===== config.mk =====
export PLATFORM = sky130hd
export DESIGN_NAME = multibank_msg_buffer
export DESIGN_NICKNAME = d
export VERILOG_FILES = /design/src/rtl/multibank_msg_buffer.sv
export SDC_FILE = /design/constraint.sdc
export NUM_CORES = 1
export LEC_CHECK = 0
export CORE_MARGIN = 4
export CORE_UTILIZATION = 25
export DETAILED_ROUTE_END_ITERATION = 16
export PLACE_DENSITY_LB_ADDON = 0.08
export SLEW_MARGIN = 10
export SYNTH_ARGS = -nofsm -noshare
export SYNTH_HDL_FRONTEND = slang
export SYNTH_SLANG_ARGS = --single-unit

===== constraint.sdc =====
create_clock -name clk -period 4.81 [get_ports clk]
set_clock_uncertainty 0.2 [all_clocks]
set_input_delay 0.962 -clock clk [delete_from_list [all_inputs] [get_ports clk]]
set_output_delay 0.962 -clock clk [all_outputs]
set_load 0.02 [all_outputs]

===== src/rtl/multibank_msg_buffer.sv =====
// N-bank message buffer: the writer fills one bank at a time, and the reader drains
// whole committed blocks in commit order.
module multibank_msg_buffer_bank (
  input  logic clk,
  input  logic rst,
  input  logic wr_acc,
  input  logic commit,
  input  logic rd_acc,
  input  logic rd_fin,
  output logic readable,
  output logic writable
);
  typedef enum logic [1:0] {FREE, FILLING, READY, DRAINING} state_t;
  state_t state, state_nxt;

  always_ff @(posedge clk) begin
    if (rst) state <= FREE;
    else     state <= state_nxt;
  end

  // Write-side and read-side events never target the same bank in the same cycle.
  always_comb begin
    state_nxt = state;
    case (state)
      FREE:     if (commit) state_nxt = READY;
                else if (wr_acc) state_nxt = FILLING;
      FILLING:  if (commit) state_nxt = READY;
      READY:    if (rd_fin) state_nxt = FREE;
                else if (rd_acc) state_nxt = DRAINING;
      DRAINING: if (rd_fin) state_nxt = FREE;
      default:  state_nxt = FREE;
    endcase
  end

  assign readable = (state == READY) || (state == DRAINING);
  assign writable = (state == FREE) || (state == FILLING);
endmodule

module multibank_msg_buffer #(
  parameter int DATA_W    = 8,
  parameter int DEPTH     = 16,
  parameter int NUM_BANKS = 2
) (
  input  logic                           clk,
  input  logic                           rst,
  input  logic                           wr_en,
  input  logic                           wr_last,
  input  logic [DATA_W-1:0]              wr_data,
  output logic                           wr_ready,
  input  logic                           rd_en,
  output logic [DATA_W-1:0]              rd_data,
  output logic                           rd_valid,
  output logic                           rd_last,
  output logic                           empty,
  output logic                           full,
  output logic [$clog2(NUM_BANKS+1)-1:0] bank_count,
  output logic                           wr_drop,
  output logic                           rd_drop
);
  localparam int AW = $clog2(DEPTH);
  localparam int BW = $clog2(NUM_BANKS);
  localparam int CW = $clog2(NUM_BANKS+1);
  localparam logic [AW-1:0] LAST_ADDR = AW'(DEPTH-1);
  localparam logic [BW-1:0] LAST_BANK = BW'(NUM_BANKS-1);

  logic [DATA_W-1:0]    mem [NUM_BANKS][DEPTH];
  logic [AW-1:0]        len [NUM_BANKS];
  logic [BW-1:0]        wb, rb;
  logic [AW-1:0]        wa, ra;
  logic [NUM_BANKS-1:0] bank_rd, bank_wr;
  logic                 wr_acc, commit, rd_acc, rd_fin;

  assign wr_ready = bank_wr[wb];
  assign full     = !wr_ready;
  assign empty    = !bank_rd[rb];
  assign wr_acc   = wr_en && wr_ready;
  assign commit   = wr_acc && (wr_last || wa == LAST_ADDR);
  assign rd_acc   = rd_en && !empty;
  assign rd_fin   = rd_acc && (ra == len[rb]);

  for (genvar b = 0; b < NUM_BANKS; b++) begin : g_bank
    multibank_msg_buffer_bank u_bank (
      .clk      (clk),
      .rst      (rst),
      .wr_acc   (wr_acc && wb == BW'(b)),
      .commit   (commit && wb == BW'(b)),
      .rd_acc   (rd_acc && rb == BW'(b)),
      .rd_fin   (rd_fin && rb == BW'(b)),
      .readable (bank_rd[b]),
      .writable (bank_wr[b])
    );
  end

  always_comb begin
    bank_count = '0;
    for (int b = 0; b < NUM_BANKS; b++) bank_count = bank_count + CW'(bank_rd[b]);
  end

  // Storage carries no reset; stale words are never readable once pointers clear.
  always_ff @(posedge clk) begin
    if (!rst && wr_acc) mem[wb][wa] <= wr_data;
  end

  always_ff @(posedge clk) begin
    if (rst) begin
      wb       <= '0;
      wa       <= '0;
      rb       <= '0;
      ra       <= '0;
      rd_data  <= '0;
      rd_valid <= 1'b0;
      rd_last  <= 1'b0;
      wr_drop  <= 1'b0;
      rd_drop  <= 1'b0;
      for (int b = 0; b < NUM_BANKS; b++) len[b] <= '0;
    end else begin
      wr_drop  <= wr_en && !wr_ready;
      rd_drop  <= rd_en && empty;
      rd_valid <= rd_acc;
      rd_last  <= rd_fin;
      if (wr_acc) begin
        if (commit) begin
          len[wb] <= wa;
          wa      <= '0;
          wb      <= (wb == LAST_BANK) ? '0 : wb + 1'b1;
        end else begin
          wa <= wa + 1'b1;
        end
      end
      if (rd_acc) begin
        rd_data <= mem[rb][ra];
        if (rd_fin) begin
          ra <= '0;
          rb <= (rb == LAST_BANK) ? '0 : rb + 1'b1;
        end else begin
          ra <= ra + 1'b1;
        end
      end
    end
  end
endmodule


Word level (Yosys, flattened, before mapping)
Memory sizes are Yosys's and may differ from the RTL's. A register that Yosys moved wholly into a read port is not among the register bits.
Cells that the tools add are included.
Widths: inputs -> output; s select.
{"block": "word_totals", "reg_bits": 26, "output_inout_bits": 17, "wordCells": 116, "inputBits": 13, "ramBits": 264, "memories": 2}
{"block": "op_classes", "mux": 42, "order_cmp": 5, "n_reduce_logical": 31, "n_addsub": 5, "bitwise": 4, "n_eq_ne": 16}
{"memory": "mem", "words": 2, "width": 128, "rd": 1, "rd_ports_with_merged_regs": 1, "write_ports": 1, "line": "66", "source": "logic [DATA_W-1:0] mem [NUM_BANKS][DEPTH];"}
{"memory": "len", "words": 2, "width": 4, "rd": 1, "rd_ports_with_merged_regs": 1, "write_ports": 2, "line": "67", "source": "logic [AW-1:0] len [NUM_BANKS];"}
{"cell": "$mux 128", "n": 1}
{"cell": "$bmux 8 s4", "n": 1}
{"cell": "$demux 8 s4", "n": 1}
{"cell": "$mux 2", "n": 12}
{"cell": "$mux 8", "n": 3}
{"cell": "$mux 1", "n": 19}
{"cell": "$logic_and 1x1->1", "n": 16}
{"cell": "$pmux 2 s4", "n": 2}
{"cell": "$mux 4", "n": 3}
{"cell": "$ne 3x1->1 const B", "n": 4}
{"cell": "$ge 5x5->1 const B", "n": 2}
{"cell": "$not 4->5", "n": 2}
{"cell": "$add 4x1->4 const B", "n": 2}
{"cell": "$eq 2x2->1 const B", "n": 4}
{"cell": "$ne 2x1->1 const B", "n": 4}
{"cell": "$reduce_and 4->1", "n": 2}
{"cell": "$logic_or 1x1->1", "n": 5}
{"cell": "$lt 5x1->1 const B", "n": 1}
{"cell": "$eq 2x1->1 const B", "n": 2}
{"cell": "$eq 4x4->1", "n": 1}
{"cell": "$eq 4x4->1 const B", "n": 1}
{"cell": "$logic_not 2->1", "n": 2}
{"cell": "$lt 1x2->1 const B", "n": 2}
{"cell": "$reduce_and 2->1", "n": 2}
{"cell": "5 further kinds", "n": 9}

Depth between registers and ports, before layout
{"block": "depth", "word_depth": 12, "mapped_depth": 8, "mapped_depth_nobuf": 5}

Cells and area by module
From an unflattened synthesis, not the netlist that was laid out.
{"block": "hier_totals", "cells_unflattened": 732, "area_unflattened_um2": 11673.7}
{"mod": "multibank_msg_buffer", "seq_area_each_um2": 8388.0, "area_per_inst_um2": 11581.1, "instances": 1, "cells_each": 720}
{"mod": "multibank_msg_buffer_bank", "seq_area_each_um2": 20.0, "area_per_inst_um2": 46.3, "instances": 2, "cells_each": 6}

Least setup slack after synthesis
OpenSTA, ideal clock, no wires.
{"block": "synth_timing", "path_type": "reg2reg", "startpoint": "reg wb", "endpoint": "mem mem[0][104] (netlist bit), enable pin", "arrival_time_ps": 2091, "slack_ps": 2148, "synth_period_minus_slack_ps": 2662, "n_path_buf": 1, "t_required_ps": 4240, "stages_incl_launch_ff": 6, "setup_ps": 370, "cell_sequence": "dfxtp_1 -> clkbuf_1 -> mux2i_1 -> nor3b_2 -> nand2_1 -> nor2_1"}
{"block": "synth_between", "elab_chain_len": 6}
{"element": "from (decl)", "line": "68", "source": "logic [BW-1:0] wb, rb;"}
{"element": "from (signal assigned)", "line": "125", "source": "wb <= (wb == LAST_BANK) ? '0 : wb + 1'b1;"}
{"element": "$mux 1 (implied by the code) (2 in a row)", "line": "73", "source": "assign wr_ready = bank_wr[wb];"}
{"element": "via wr_ready", "line": "49", "source": "output logic wr_ready,"}
{"element": "$logic_and 1x1->1", "line": "76", "source": "assign wr_acc = wr_en && wr_ready;"}
{"element": "$logic_and 1x1->1", "line": "101", "source": "if (!rst && wr_acc) mem[wb][wa] <= wr_data;"}
{"element": "$mux 1", "line": "101"}
{"element": "$mux 128 (implied by the code)", "line": "101"}
{"element": "to (decl)", "line": "66"}
The timed path passes the listed nets, and every way through them passes these cells. The select of a mux whose other input is x is not followed.

Worst setup path in the final report
{"block": "layout_timing", "startpoint": "reg wb", "endpoint": "out wr_ready"}
{"block": "layout_between", "elab_chain_len": 2}
{"element": "$mux 1 (implied by the code) (2 in a row)", "line": "73"}
{"element": "to (decl)", "line": "49"}
Every way passes these cells. The select of a mux whose other input is x is not followed.

==> impl_metrics.py <==
metrics = {
    "status": {
        "status": "finished, final reports clean",
    },
    "drt": {
        "highest_layer": "met4",
        "drt-met1-wl_um": 15500,
        "antenna_left": 0,
        "wl_per_cell_um": 24.2,
        "dr.first_iter.drc_count": 293,
        "first_pass_iters": 4,
        "route.met3.wl_um": 1400,
        "drt-total-wl_um": 33300,
        "vias_per_cell": 4.55,
        "wl_met2_um": 15500,
        "drc_errors": 0,
        "vias": 6278,
    },
    "power_and_ir_drop": {
        "p_total_mw": 5.20,
        "powerDensity_nw_per_um2": 387,
        "p_sw_frac": 0.220,
        "leakagePower_nw": 3.99,
        "power_frac_seq": 0.533,
        "p_switching_mw": 1.14,
        "intPower_mw": 4.06,
        "combPwrFrac": 0.045,
        "vdd_drop_max_uv": 224,
        "pwr-share-clk": 0.422,
    },
    "logic_synthesis": {
        "yosysWarnings": 0,
        "ys_ff_latch": 289,
        "syn-mean-instance-area_um2": 16.1,
        "synth_cell_types": 39,
        "postSynthNetCount": 741,
        "synthesis.area_um2": 11600,
        "syn_inst": 722,
        "ys_seq_area_frac": 0.726,
    },
    "die": {
        "start_util": 0.254,
        "ios": 30,
        "dieArea_um2": 49900,
        "num_rows": 78,
        "die_y_um": 223,
        "die_x_um": 223,
        "core_area_um2": 45700,
    },
    "run": {
        "maxCapViolCount": 0,
    },
    "placed_design": {
        "dp_hpwl_um": 21500,
        "io_buffers": 29,
        "place_congestion": 0.751,
    },
    "critical_path": {
        "max_stage_delay_ns": 0.70,
        "regToRegEndpoint": "mem[1][79]$_DFFE_PP_",
        "crit_arrival_ns": 2.22,
        "critPathKind": "flop to primary output",
        "start_kind": "flop",
        "required_ns": 3.65,
        "worstSetupEndpoint": "wr_ready",
        "worst_setup_path_end_kind": "primary output",
        "crit_start": "wb$_SDFFE_PP0N_",
        "crit_fanout": 16,
        "ff2ff_setup_slack_ns": 1.61,
        "worstPathCellList": "buf_4, mux2i_1, clkdlybuf4s50_1",
        "r2r-start": "wb$_SDFFE_PP0N_",
        "r2r_cells": 5,
        "crit_path_top_delay_cell": "clkdlybuf4s50_1",
    },
    "global_routing": {
        "grt_pass1_wl_um": 47900,
        "antenna_found_initial": 0,
        "overflow": 0,
        "grt_pass1_vias": 6739,
        "grt_max_degree": 35,
        "grtUsageTotal": 0.131,
    },
    "sta": {
        "worst_slew_pin_slew_ns": 1.06,
        "min_period_over_period": 0.702,
        "final-setup-viol-count": 0,
        "hold_violations": 0,
        "fin_crit_ns": 3.38,
        "tns_ns": 0,
        "rsz0062_at_grt": "false",
        "slew_violations": 0,
        "clock.fmax_mhz": 296,
        "maxSlewHeadroom": 0.295,
    },
    "clock_network": {
        "ctsResizeCount": 0,
        "clockBufferDepth": 3,
        "cts_buffers": 31,
        "hold_buffers": 0,
        "clkTransAtPathRegs_ns": 0.06,
        "htreeDepth": 1,
        "post_cts_buffers": 0,
        "clock-root-buffer": "clkbuf_16",
        "cts.sink_count": 289,
        "cts_tree": "done",
        "clock_latency_ns": 0.56,
    },
    "cells_and_area": {
        "area.growth.synth_to_final_pct": 15.8,
        "drive_above_1_share": 0.110,
        "final_nets": 774,
    },
    "min_path": {
        "min_path_type": "flop to flop",
    },
}
[flip-flops by register name (all words and copies together) (netlist names), named ones only]
signal / count
rd_last: 1
ra: 4
rd_drop: 1
len: 8
rd_data: 8
mem: 256
g_bank.u_bank.state: 2
rd_valid: 1
rb: 1
wr_drop: 1
wb: 1
wa: 4
[critical path: cells and delay by family (launching register included)]
kind	cells	cell delay [ns]
mux	1	0.45
buf+inv	2	0.90
flops	1	0.30
[worst min path at each step]
stage | cells past startpoint | start | end
6_report | 2 | rd_data[2]$_SDFFE_PP0N_ | rd_data[2]$_SDFFE_PP0N_
5_1_grt | 2 | g_bank[0].u_bank.state[1]$_SDFFE_PP0P_ | g_bank[0].u_bank.state[1]$_SDFFE_PP0P_
4_1_cts | 2 | g_bank[0].u_bank.state[1]$_SDFFE_PP0P_ | g_bank[0].u_bank.state[1]$_SDFFE_PP0P_
3_5_place_dp | 2 | g_bank[0].u_bank.state[1]$_SDFFE_PP0P_ | g_bank[0].u_bank.state[1]$_SDFFE_PP0P_
3_3_place_gp | 2 | rd_data[6]$_SDFFE_PP0N_ | rd_data[6]$_SDFFE_PP0N_
2_1_floorplan | 1 | rb$_SDFFE_PP0P_ | g_bank[1].u_bank.state[1]$_SDFFE_PP0P_
[power groups by stage]
stage	clock network (mW)	registers (mW)	logic, mW
floorplan	0	2.82	0.107
global placement	0	2.82	0.237
detailed placement	0	2.82	0.238
CTS	2.27	2.77	0.239
global route	2.37	2.77	0.251
finish	2.20	2.77	0.232
[cell usage in the layout, fill, tap and decap left out, types with 2 or more instances in the layout]
cell             instances
a211oi_2                 8
a21oi_1                 39
a22oi_1                 65
a31oi_1                  2
and2_1                   8
buf_2                    4
buf_4                   16
clkbuf_1                 4
clkbuf_16               31
clkdlybuf4s50_1         25
clkinv_1                 7
clkinv_2                 7
clkinv_4                 2
clkinvlp_4               4
dfxtp_1                 24
edfxtp_1               264
ha_1                     6
inv_1                    7
mux2i_1                133
nand2_1                 13
nand2b_1                 2
nand3_1                  4
nand3b_1                 5
nand4_1                  2
nor2_1                  51
nor2b_2                  2
nor3_1                   7
o21ai_0                  3
or2_2                    2
or3_1                    2
or3b_2                   2
or4_1                    8
xor2_1                   6
[final cells by class]
| cell class | count | area, um2 |
|---|---|---|
| clock buffers | 35 | 791 |
| repair buffers | 46 | 410 |
| multi-input cells | 380 | 2880 |
| diodes | 1 | 2.50 |
| flip-flops and latches | 289 | 8430 |
| well taps | 600 | 751 |
| clock inverters | 22 | 148 |
| fillers | 4562 | 32200 |
| inverters | 7 | 26.3 |
[metal layers]
layer	vias up	global-route usage
met2	134	0.214
met3	49	0.0232
met4	0	0.0368
met1	3224	0.180
li1	2871	-
met5	-	0
[cells in the mapped netlist, drive strengths merged]
| library cell | n | area (um2) |
|---|---|---|
| or3b | 2 | 17.5 |
| buf | 20 | 185 |
| nand2 | 13 | 48.8 |
| a31o | 1 | 8.76 |
| and2 | 8 | 50.1 |
| a21oi | 39 | 195 |
| inv | 7 | 26.3 |
| nor2 | 52 | 195 |
| and3 | 1 | 6.26 |
| xor2 | 6 | 52.6 |
| o21ai | 3 | 15.0 |
| nand3 | 4 | 20.0 |
| ha | 6 | 75.1 |
| a221oi | 1 | 8.76 |
| nand2b | 2 | 12.5 |
| a211oi | 9 | 108 |
| clkbuf | 26 | 97.6 |
| a31oi | 2 | 12.5 |
| mux2 | 1 | 11.3 |
| or4 | 8 | 60.1 |
| or2 | 3 | 18.8 |
| nor2b | 3 | 18.8 |
| a22oi | 65 | 488 |
| nand4 | 2 | 12.5 |
| or3 | 2 | 12.5 |
| edfxtp | 264 | 7930 |
| nor3 | 7 | 35.0 |
| dfxtp | 25 | 500 |
| nor3b | 2 | 20.0 |
| nand3b | 5 | 37.5 |
| mux2i | 133 | 1330 |
[logic make-up after synthesis]
family	count (synthesis)	share of synthesized area
and+or+nand+nor	114	0.0487
adders and majority gates	6	0.00647
xor gates and xnor gates	6	0.00453
muxes	134	0.116
DFF	289	0.726
buffers and inverters	53	0.0266
AOI/OAI and AO/OA	120	0.0720
[metrics by stage]
stage	setup slack (ns)	hold WS, ns	util	std cells	area (um2)
floorplan	2.15	0.278	-	722	11600
global placement	0.983	0.324	0.274	1322	12500
detailed placement	0.882	0.342	0.274	1322	12500
CTS	1.38	0.355	0.294	1379	13400
global route	1.28	0.387	0.294	1379	13400
finish	1.43	0.342	0.294	1380	13400
Note: power is estimated with default switching activity, not from simulation.
